`src/rtl/iir_pkg.sv`:
```
// Shared types and constants for the IIR datapath multiplier.
package iir_pkg;
  localparam int WIDTH  = 8;
  localparam int PWIDTH = 16;
  localparam int CNT_W  = 3;

  typedef enum logic [1:0] {
    IDLE = 2'd0,
    MUL  = 2'd1,
    SIGN = 2'd2,
    DONE = 2'd3
  } state_e;

  // -128 maps to 8'h80, which is correct as an unsigned magnitude.
  function automatic logic [WIDTH-1:0] abs8(input logic [WIDTH-1:0] x);
    return x[WIDTH-1] ? (~x + 8'd1) : x;
  endfunction
endpackage

```
`src/rtl/FA_8bit.sv`:
```
// 8-bit ripple-carry adder built from a chain of full-adder cells.
module FA_8bit (
  input  logic [7:0] a_i,
  input  logic [7:0] b_i,
  input  logic       c_i,
  output logic [7:0] s_o,
  output logic       c_o
);
  logic [8:0] c;

  assign c[0] = c_i;
  for (genvar i = 0; i < 8; i++) begin : g_fa
    assign s_o[i]  = a_i[i] ^ b_i[i] ^ c[i];
    assign c[i+1]  = (a_i[i] & b_i[i]) | (c[i] & (a_i[i] ^ b_i[i]));
  end
  assign c_o = c[8];
endmodule

```
`src/rtl/iir_shift_add_mult.sv`:
```
// Sequential signed 8x8 shift-add multiplier: magnitude product over 8 MUL
// cycles through one 8-bit adder, then a sign fix-up cycle.
module iir_shift_add_mult #(
  parameter int WIDTH = 8
) (
  input  logic                 clk,
  input  logic                 rst_n,
  input  logic                 in_valid,
  output logic                 in_ready,
  input  logic [WIDTH-1:0]     a_in,
  input  logic [WIDTH-1:0]     b_in,
  output logic                 out_valid,
  input  logic                 out_ready,
  output logic [2*WIDTH-1:0]   p_out,
  output logic                 busy
);
  import iir_pkg::*;

  if (WIDTH != 8) begin : g_width_chk
    $error("iir_shift_add_mult supports only WIDTH=8");
  end

  state_e             state_q, state_d;
  logic [7:0]         mcand_q, mcand_d;
  logic [7:0]         mplier_q, mplier_d;
  logic               neg_q, neg_d;
  logic [7:0]         acc_hi_q, acc_hi_d;
  logic [7:0]         acc_lo_q, acc_lo_d;
  logic [CNT_W-1:0]   cnt_q, cnt_d;
  logic [PWIDTH-1:0]  p_q, p_d;

  logic [7:0]         pp;
  logic [7:0]         sum;
  logic               sum_c;
  logic [PWIDTH-1:0]  mag;

  assign pp = mplier_q[0] ? mcand_q : 8'd0;

  FA_8bit u_fa (
    .a_i (acc_hi_q),
    .b_i (pp),
    .c_i (1'b0),
    .s_o (sum),
    .c_o (sum_c)
  );

  assign mag = {acc_hi_q, acc_lo_q};

  always_comb begin
    state_d  = state_q;
    mcand_d  = mcand_q;
    mplier_d = mplier_q;
    neg_d    = neg_q;
    acc_hi_d = acc_hi_q;
    acc_lo_d = acc_lo_q;
    cnt_d    = cnt_q;
    p_d      = p_q;
    unique case (state_q)
      IDLE: if (in_valid) begin
        mcand_d  = abs8(a_in);
        mplier_d = abs8(b_in);
        neg_d    = a_in[7] ^ b_in[7];
        acc_hi_d = '0;
        acc_lo_d = '0;
        cnt_d    = '0;
        state_d  = MUL;
      end
      MUL: begin
        // {c, s, acc_lo} >> 1, the shifted-out lsb is a finished product bit
        acc_hi_d = {sum_c, sum[7:1]};
        acc_lo_d = {sum[0], acc_lo_q[7:1]};
        mplier_d = mplier_q >> 1;
        cnt_d    = cnt_q + 1'b1;
        if (cnt_q == CNT_W'(7)) state_d = SIGN;
      end
      SIGN: begin
        p_d     = neg_q ? (~mag + 16'd1) : mag;
        state_d = DONE;
      end
      DONE: if (out_ready) state_d = IDLE;
      default: state_d = IDLE;
    endcase
  end

  always_ff @(posedge clk or negedge rst_n) begin
    if (!rst_n) begin
      state_q  <= IDLE;
      mcand_q  <= '0;
      mplier_q <= '0;
      neg_q    <= 1'b0;
      acc_hi_q <= '0;
      acc_lo_q <= '0;
      cnt_q    <= '0;
      p_q      <= '0;
    end else begin
      state_q  <= state_d;
      mcand_q  <= mcand_d;
      mplier_q <= mplier_d;
      neg_q    <= neg_d;
      acc_hi_q <= acc_hi_d;
      acc_lo_q <= acc_lo_d;
      cnt_q    <= cnt_d;
      p_q      <= p_d;
    end
  end

  assign in_ready  = (state_q == IDLE);
  assign out_valid = (state_q == DONE);
  assign busy      = (state_q != IDLE);
  assign p_out     = p_q;
endmodule
```
`config.mk`:
```
export PLATFORM = sky130hd
export DESIGN_NAME = iir_shift_add_mult
export DESIGN_NICKNAME = d
export VERILOG_FILES = /design/src/rtl/iir_pkg.sv /design/src/rtl/FA_8bit.sv /design/src/rtl/iir_shift_add_mult.sv
export SDC_FILE = /design/constraint.sdc
export NUM_CORES = 1
export LEC_CHECK = 0
export BUFFER_PORTS_ARGS = -buffer_cell sky130_fd_sc_hd__buf_2
export CAP_MARGIN = 20
export CORE_ASPECT_RATIO = 0.6
export CORE_MARGIN = 5
export CORE_UTILIZATION = 52
export CTS_CLUSTER_DIAMETER = 50
export DETAILED_ROUTE_END_ITERATION = 12
export PLACE_DENSITY = 0.76
export SYNTH_ARGS = -nofsm -noshare
export SYNTH_HDL_FRONTEND = slang
export SYNTH_SLANG_ARGS = --single-unit
```
`constraint.sdc`:
```
create_clock -name clk -period 3.57 [get_ports clk]
set_input_delay 0.357 -clock clk [delete_from_list [all_inputs] [get_ports clk]]
set_output_delay 0.357 -clock clk [all_outputs]
set_load 0.005 [all_outputs]
```
Word level (Yosys, flattened, before mapping) --
Cells that the tools add are included.
Storage, ports and cells: flip-flop bits (word level) 54, bits in latches 0, RAM bits 0, memory bits (read-only) 0, memories kept 0
Cells by class: add/subtract/negate cells 4, multipliers 0, div/mod/pow operators 0, order comparisons 0, equality and inequality tests 7, shifts and indexed selects 0, multiplexer cells 15, bitwise gates (word level) 41, reduce and logical (&&, ||, !) cells 6
Operators by type and width (count):
- case mux 8 bit (2 select lines) | 3
- two-way mux 8 bit | 5
- adder 16 x 1 -> 16 bit (second input constant) | 1
- adder 8 x 1 -> 8 bit (second input constant) | 2
- two-way mux 16 bit | 1
- inverter 16 bit | 1
- inverter 8 bit | 2
- XOR 1 bit | 16
- bitwise AND 1 bit | 15
- case mux 2 bit (4 select lines) | 1
- OR 1 bit | 7
- two-way mux 2 bit | 3
- case mux 3 bit (2 select lines) | 1
- == test 2 bit (second input constant) | 2
- inequality test 2 bit (second input constant) | 2
- AND reduction 2 bit | 2
- nonzero test 2 bit | 2
- adder 3 x 1 -> 3 bit (second input constant) | 1
- == test 3 bit (second input constant) | 1
- two-way mux 3 bit | 1
- AND reduction 3 bit | 1
- == test 2 x 1 -> 1 bit (second input constant) | 1
- logical NOT 2 bit | 1
- inequality test 2 x 1 -> 1 bit (second input constant) | 1

Longest topological paths before layout --
Gate-level depths: netlist (run 1).
word-level depth 17, gate-level depth with buffers 14, mapped depth without buffers 13

Modules after synthesis --
Synthesis (run 1) repeated with hierarchy kept, for this count alone.
Unflattened totals: cell total of the unflattened synthesis 295, area, all modules 3016.6 µm²
Modules (own cells, without submodules):
- iir_shift_add_mult | times used 1, cells an instance 277, area an instance 2819.0 µm², seq. area each 1351.3 µm²
- FA_8bit | times used 1, cells an instance 18, area an instance 197.7 µm², seq. area each 0.0 µm²

Least setup slack after synthesis (run 1) --
Ideal clock, no wire load.
path kind register -> register, start point register mplier_q[0], end point register acc_hi_q[6], setup time 0.129 ns, data arrival time 3.486 ns, data required time 3.441 ns, path slack -0.044 ns, cell stages (with the launch flop) 15, cell sequence dfrtp_1 -> clkbuf_1 -> and2_1 -> ha_1 -> inv_1 -> fa_1 -> fa_1 -> fa_1 -> fa_1 -> fa_1 -> inv_1 -> fa_1 -> inv_1 -> fa_1 -> o21ai_0
On the way: cells in the longest elaborated chain, start to end 16, elaborated cells on any way between the ends 29
Ends and longest elaborated chain:
- from (decl) | RTL line iir_shift_add_mult.sv:25 | logic [7:0] mplier_q, mplier_d;
- from (signal assigned) | RTL line iir_shift_add_mult.sv:98 | mplier_q <= mplier_d;
- two-way mux 8 bit * | RTL line iir_shift_add_mult.sv:37 | assign pp = mplier_q[0] ? mcand_q : 8'd0;
- bitwise AND 1 bit / XOR 1 bit (equally long branches) | RTL line FA_8bit.sv:14 | assign c[i+1] = (a_i[i] & b_i[i]) | (c[i] & (a_i[i] ^ b_i[i]));
- bitwise AND 1 bit | RTL line FA_8bit.sv:14
- OR 1 bit | RTL line FA_8bit.sv:14
- bitwise AND 1 bit | RTL line FA_8bit.sv:14
- OR 1 bit | RTL line FA_8bit.sv:14
- bitwise AND 1 bit | RTL line FA_8bit.sv:14
- OR 1 bit | RTL line FA_8bit.sv:14
- bitwise AND 1 bit | RTL line FA_8bit.sv:14
- OR 1 bit | RTL line FA_8bit.sv:14
- bitwise AND 1 bit | RTL line FA_8bit.sv:14
- OR 1 bit | RTL line FA_8bit.sv:14
- bitwise AND 1 bit | RTL line FA_8bit.sv:14
- OR 1 bit | RTL line FA_8bit.sv:14
- XOR 1 bit * | RTL line FA_8bit.sv:13 | assign s_o[i] = a_i[i] ^ b_i[i] ^ c[i];
- case mux 8 bit (2 select lines) * | RTL line iir_shift_add_mult.sv:58 | unique case (state_q)
- to (signal assigned) | RTL line iir_shift_add_mult.sv:100 | acc_hi_q <= acc_hi_d;
- to (decl) | RTL line iir_shift_add_mult.sv:27 | logic [7:0] acc_hi_q, acc_hi_d;
Mark *: on every way between the ends. The rest lies on a longest branch, timed or not. A chain may end at the register's enable or synchronous reset.

Final worst setup path (run 1) --
start point register mcand_q[0], end point register acc_hi_q[6]
On the way: cells in the longest elaborated chain, start to end 16
Ends and longest elaborated chain:
- from (decl) | RTL line iir_shift_add_mult.sv:24 | logic [7:0] mcand_q, mcand_d;
- from (signal assigned) | RTL line iir_shift_add_mult.sv:97 | mcand_q <= mcand_d;
- two-way mux 8 bit | RTL line iir_shift_add_mult.sv:37
- bitwise AND 1 bit (2 in series) | RTL line FA_8bit.sv:14
- OR 1 bit | RTL line FA_8bit.sv:14
- bitwise AND 1 bit | RTL line FA_8bit.sv:14
- OR 1 bit | RTL line FA_8bit.sv:14
- bitwise AND 1 bit | RTL line FA_8bit.sv:14
- OR 1 bit | RTL line FA_8bit.sv:14
- bitwise AND 1 bit | RTL line FA_8bit.sv:14
- OR 1 bit | RTL line FA_8bit.sv:14
- bitwise AND 1 bit | RTL line FA_8bit.sv:14
- OR 1 bit | RTL line FA_8bit.sv:14
- bitwise AND 1 bit | RTL line FA_8bit.sv:14
- OR 1 bit | RTL line FA_8bit.sv:14
- XOR 1 bit | RTL line FA_8bit.sv:13
- case mux 8 bit (2 select lines) | RTL line iir_shift_add_mult.sv:58
Every way passes these cells.

==> results of run 1 <==
-- area by class of cell --
cell class              instances  area, sq um
well taps                      80          100
repair buffers                 46          248
flip-flops and latches         54         1350
clock inverters                 1         30.0
clock buffers                   6         82.6
multi-input cells             206         1460
fillers                       481         2190
inverters                      22         82.6
-- what timing repair did --
item	CTS	global route
gates resized for setup	0	4
setup endpoints to repair	0	2
setup buffers	0	1
endpoints found under the hold margin	0	0
-- through the flow --
stage	instance area, sq um	util (%)	setup WS, ns	cells	power (mW)
final	3360	60.6	0.206	415	3.15
after global routing	3360	60.6	0.0305	415	3.43
after CTS	3340	60.2	0.0380	413	3.15
after detailed placement	3220	58.2	0.0639	406	2.72
after global placement	3220	58.2	0.118	406	2.67
after floorplan	2950	-	0.0440	297	2.26
-- flip-flops by register name, summed over array words and instances (netlist names) --
signal    cells
p_out        16
acc_hi_q      8
acc_lo_q      8
mcand_q       8
mplier_q      8
cnt_q         3
state_q       2
neg_q         1
-- per-layer routing --
layer | vias to the layer above | GRT usage [%] | part of all wire (%)
li1 | 1101 | - | -
met1 | 1033 | 26.1 | 52
met2 | 57 | 26.3 | 41
met3 | 4 | 4.43 | 6.3
met4 | 0 | 3.83 | 0.67
met5 | - | 0 | 0
-- report_power, final --
part	internal, mW	switching, mW	leakage, nW
sequential	0.875	0.199	0.683
clock	0.225	0.191	0.0573
combinational	0.742	0.914	0.834
-- cells by family (layout without fill, tap and decap cells) --
logic type | Yosys count | count (layout) | synth area share [%]
compound gates | 71 | 71 | 16.0
xor+xnor | 23 | 23 | 6.84
fa+ha+maj | 17 | 17 | 9.01
buf+inv | 37 | 75 | 4.72
flops | 54 | 54 | 45.9
mux | 9 | 9 | 3.14
simple gates | 86 | 86 | 14.4
-- worst min path at each step --
stage | start | endpoint | depth (start not counted) | slack, ns
after floorplan | rst_n | acc_hi_q[0] | 0 | 0.06
after global placement | rst_n | p_out[7] | 1 | 0.34
after CTS | rst_n | p_out[2] | 1 | 0.009
after global routing | rst_n | p_out[10] | 1 | 0.04
final | rst_n | p_out[2] | 1 | -0.006
after detailed placement | rst_n | p_out[2] | 1 | 0.34
-- worst max-delay path: stages, from the launching register on --
cell and delay [ns]:
dfrtp_1 0.36, and2_1 0.13, ha_1 0.13, inv_1 0.04, fa_1 0.37, fa_2 0.35
fa_2 0.36, fa_2 0.35, fa_1 0.36, inv_1 0.07, fa_1 0.15, inv_1 0.05
fa_1 0.47, o21ai_1 0.06
-- cell usage in the layout, fill, tap and decap left out, types with 4 or more instances in the layout --
| master | instances |
|---|---|
| dfrtp_1 | 54 |
| inv_1 | 22 |
| o22ai_1 | 6 |
| mux2i_1 | 7 |
| a21oi_1 | 15 |
| buf_4 | 7 |
| o31ai_1 | 8 |
| fa_1 | 4 |
| or4_1 | 4 |
| clkbuf_8 | 6 |
| o21ai_0 | 20 |
| xor2_1 | 11 |
| nor2_1 | 23 |
| xnor2_1 | 12 |
| nand2_1 | 31 |
| buf_2 | 39 |
| ha_1 | 10 |
| a22o_1 | 6 |
==> flow_summary_export.csv, run 1 <==
group,metric,value,unit
outcome,status,"finished with violations",
outcome,violations,"negative hold slack",
power,power_density,937,mW/mm^2
cells_and_area,diodes,0,
global_route,overflow,0,
cells_and_area,layout-area-overhead-vs-synth,14.0,%
global_route,grtUsageTotal,17.7,%
worst_hold_path,hold_class,"in -> async",
yosys,synth-seq-area-share,45.9,%
worst_setup_path,r2r_start,"mcand_q[0]",
timing,period_needed,3.36,ns
worst_setup_path,rr_worst_depth,13,
detailed_routing,drtIter0Drc,151,
place,gp_congestion,0.807,
yosys,yosysTopAreaCell,"dfrtp_1",
yosys,avgSynthCellArea,9.92,sq um
flow_run,cap_violations,0,
power,ir_worst_vdd,0.330,mV
worst_setup_path,reg2reg_to,"acc_hi_q[6]",
clocking,cts_buffers,5,
global_route,antenna_found_initial,0,
floorplanning,initial_core_util,53.1,%
timing,skew,0.00716,ns
timing,post-route-period-util,94.2,%
floorplanning,die_x,107,um
yosys,synth_edf_count,0,
worst_setup_path,end_kind,"flop",
clocking,ctsHoldBuffers,0,
yosys,synth_ff_type,"dfrtp_1",
worst_setup_path,r2r_slack,0.21,ns
timing,rsz0062_at_grt,"no",
timing,slew_violations,0,
timing,fin_setup_tns,0,ns
yosys,async_flop_share,100,%
timing,max_freq,0.297,GHz
clocking,clock_path_buffers,2,
clocking,worstSkewPairLatency,0.30,ns
detailed_routing,vias_per_cell,5.29,
floorplanning,io_pins,39,
floorplanning,core_region_area,0.00554,sq mm
global_route,grt_pass1_vias,2018,
worst_setup_path,cp-start-kind,"flop",
yosys,synth_nets,334,
yosys,syn_area,0.00295,sq mm
detailed_routing,drc,0,
yosys,ys.warnings.count,0,
floorplanning,die_h,68.3,um
worst_setup_path,worstPathArrival,3.55,ns
place,portBuffers,38,
clocking,cts_tree,"done",
yosys,yosysMostFrequentCell,"dfrtp_1",
worst_setup_path,crit_required,3.76,ns
yosys,synth.distinct_cells,46,
floorplanning,num_rows,21,
clocking,htreeDepth,2,
timing,setup_viol,0,
detailed_routing,dr.pass1.iters,4,
yosys,synth_cells,297,
detailed_routing,routed_wl,5970,um
yosys,synth_area_leaders,"dfrtp_1 46%, fa_1 4.8%, ha_1 4.2%, nand2_1 4.0%, o21ai_0 3.6%",
worst_setup_path,critPathKind,"reg -> reg",
global_route,grt_max_degree,34,
yosys,synth_seq_cells,54,
cells_and_area,final_layout_size_suffix_gt1_share,20.0,%
timing,hold_ws,-0.00629,ns
worst_setup_path,critPathLaunch,"mcand_q[0]",
yosys,synth_top_area_share,45.9,%
detailed_routing,ant_nets,0,
worst_setup_path,critical_path.max_fanout,2,
clocking,cts.sinks,54,
clocking,cts.clk_slew.worst_paths,0.09,ns
timing,slew_headroom,60.4,%
timing,worst_slew_pin_slew,0.594,ns
power,p_leak,1.57,nW
timing,hold_viol,21,
detailed_routing,vias,2195,
floorplanning,dieArea,0.00732,sq mm
yosys,netlist_top_cells_count,"54 x dfrtp_1, 31 x nand2_1, 23 x nor2_1",
worst_setup_path,endpoint,"acc_hi_q[6]",
clocking,cts_root_buf,"clkbuf_8",
place,hpwl,4590,um
cells_and_area,fin_nets,372,
global_route,grt_pass1_wl,9980,um
detailed_routing,wl_per_cell,14.4,um
Power figures use the tool's default switching activity.
==> inputs of run 2 (changes only) <==
CORE_UTILIZATION = 55   (was 52)
PLACE_DENSITY = 0.77   (was 0.76)
clock period = 3.3 ns   (was 3.57 ns; I/O delays follow)
==> run 2 against run 1 <==
The run ends with negative setup slack left. Global-route usage increased by 1.2 points. Design area decreased by 1.3%. Core utilization increased by 4.0 points. Non-clock buffer count unchanged. Critical path depth unchanged. Via count increased by 3.2%. Sequential power increased by 8%. Critical path type unchanged.
==> flow_summary_export.csv, run 2 (synthesis gave the netlist of run 1 again) <==
group,metric,value,unit
worst_setup_path,critical_path.max_fanout,2,
place,dpl_worst_slack,-0.0558,ns
timing,worst_slew_pin_slew,0.677,ns
global_route,overflow,0,
timing,slew_violations,0,
timing,post-route-period-util,101,%
detailed_routing,wl_met3,375,um
timing,max_freq,0.301,GHz
floorplanning,io_pins,39,
worst_setup_path,crit_slowest_cell,"fa_1",
global_route,grtUsageTotal,18.9,%
detailed_routing,ant_nets,0,
outcome,status,"finished with violations",
timing,slew_headroom,54.9,%
cells_and_area,final_core_util,64.6,%
timing,hold_viol,0,
detailed_routing,met2_wirelength,2690,um
clocking,post_cts_buffers,0,
power,ir_worst_vdd,0.419,mV
worst_setup_path,worst_path_most_repeated_cell,"fa_2",
worst_setup_path,critPathKind,"reg -> reg",
timing,period_needed,3.32,ns
detailed_routing,routed.top_layer,"met4",
global_route,grt_pass1_vias,2164,
detailed_routing,vias,2265,
floorplanning,dieArea,0.00697,sq mm
floorplanning,initial_core_util,57.4,%
global_route,grt_max_degree,33,
detailed_routing,drc,0,
outcome,violations,"negative setup slack",
timing,setup_slack,-0.0230,ns
cells_and_area,final_layout_size_suffix_gt1_share,21.5,%
timing,setup_viol,1,
detailed_routing,vias_per_cell,5.65,
worst_setup_path,max_stage_delay,0.47,ns
power,fin_total_pwr,3.35,mW
clocking,clock_path_buffers,2,
place,gp_congestion,0.821,
clocking,cts_buffers,5,
timing,hold_ws,0.0461,ns
worst_setup_path,path_cells,"and2_1 -> ha_2 -> inv_2 -> fa_2 -> fa_2 -> fa_2 -> fa_2 -> fa_2 -> inv_2 -> fa_2 -> inv_2 -> fa_1 -> o21ai_1",
detailed_routing,drtIter0Drc,102,
detailed_routing,wl_met1,3140,um
cells_and_area,diodes,0,
clocking,cts_tree,"done",
floorplanning,num_rows,20,
worst_setup_path,cp-start-kind,"flop",
clocking,cts_root_buf,"clkbuf_8",
cells_and_area,largest_reg_flops,16,
timing,skew,0.0114,ns
power,p_leak,1.55,nW
worst_setup_path,crit_required,3.49,ns
clocking,cts.clk_slew.worst_paths,0.09,ns
place,portBuffers,38,
worst_setup_path,end_kind,"flop",
clocking,htreeDepth,2,
place,placed_area,0.00322,sq mm
place,hpwl,4640,um
clocking,cts.sinks,54,
worst_hold_path,hold_class,"in -> async",
cells_and_area,fin_nets,372,
global_route,grt_pass1_wl,10500,um
cells_and_area,layout-area-overhead-vs-synth,12.5,%
clocking,worstSkewPairLatency,0.30,ns
detailed_routing,wl_per_cell,15.5,um
timing,rsz0062_at_grt,"yes",
floorplanning,die_h,66.7,um
cells_and_area,final_area,0.00331,sq mm
flow_run,cap_violations,0,
cells_and_area,layout_commonest_cell,"dfrtp_1",
power,power_density,1010,mW/mm^2
floorplanning,die_x,104,um
detailed_routing,dr.pass1.iters,4,
clocking,ctsHoldBuffers,0,
cells_and_area,fillers,414,
floorplanning,core_region_area,0.00513,sq mm
worst_setup_path,worstPathArrival,3.51,ns
global_route,antenna_found_initial,0,
cells_and_area,final_cell_mix,"54 x dfrtp_1, 39 x buf_2, 31 x nand2_1",
detailed_routing,routed_wl,6220,um
==> run 2: changes by cell type in the layout (fill, tap and decap cells not counted) <==
cell,change
inv_1,-3
fa_1,-3
clkbuf_8,-1
ha_2,+1
ha_1,-1
clkbuf_1,+2
inv_2,+3
fa_2,+3
bufinv_16,-1
==> run 2: layout make-up <==
| type | instances | area, sq um | share of cell area (%) |
|---|---|---|---|
| clock buffer | 7 | 76.3 | 2.30 |
| inverter | 22 | 82.6 | 2.49 |
| multi-input combinational | 206 | 1470 | 44.4 |
| timing repair buffer | 46 | 248 | 7.48 |
| tap | 66 | 82.6 | 2.49 |
| sequential | 54 | 1350 | 40.8 |
==> run 2: where the power goes <==
part | internal (mW) | switching, mW | leakage [nW] | total, mW
Combinational | 0.807 | 1.03 | 0.829 | 1.84
Sequential | 0.946 | 0.213 | 0.683 | 1.16
Clock | 0.147 | 0.202 | 0.0383 | 0.349
Total | 1.90 | 1.45 | 1.55 | 3.35
==> run 2: final timing paths <==
| path | cells after the start | to | startpoint | slack, ns |
|---|---|---|---|---|
| min in group clk | 2 | mplier_q[7] | b_in[4] | 0.29 |
| worst max-delay path | 13 | acc_hi_q[6] | mcand_q[0] | -0.02 |
| max in group asynchronous | 2 | acc_hi_q[0] | rst_n | 2.45 |
| worst max register to register | 13 | acc_hi_q[6] | mcand_q[0] | -0.02 |
| worst min register to register | 2 | mplier_q[3] | mplier_q[3] | 0.48 |
| worst min-delay path | 1 | p_out[12] | rst_n | 0.05 |
==> run 2: worst max-delay path, delay by kind of cell (launching register included) <==
family,cells,cell delay [ns]
flops,1,0.35
simple gates,1,0.13
buf+inv,3,0.14
compound gates,1,0.06
fa+ha+maj,8,2.54
==> run 2: metrics by stage <==
stage                     instances  setup TNS, ns
after global routing            401         -0.148
after global placement          393        -0.0145
final                           401        -0.0230
after floorplan                 297        -0.0674
after detailed placement        393        -0.0558
after CTS                       400        -0.0349
==> run 2: what timing repair did <==
action | in CTS | in global routing
pin swaps | 1 | 1
resized for setup | 1 | 6
endpoints found under the setup margin | 1 | 2
==> run 2: layer usage <==
metal | vias up | GRT usage, %
li1 | 1105 | -
met1 | 1104 | 27.6
met2 | 54 | 27.3
met3 | 2 | 5.61
met4 | 0 | 4.85
met5 | - | 0
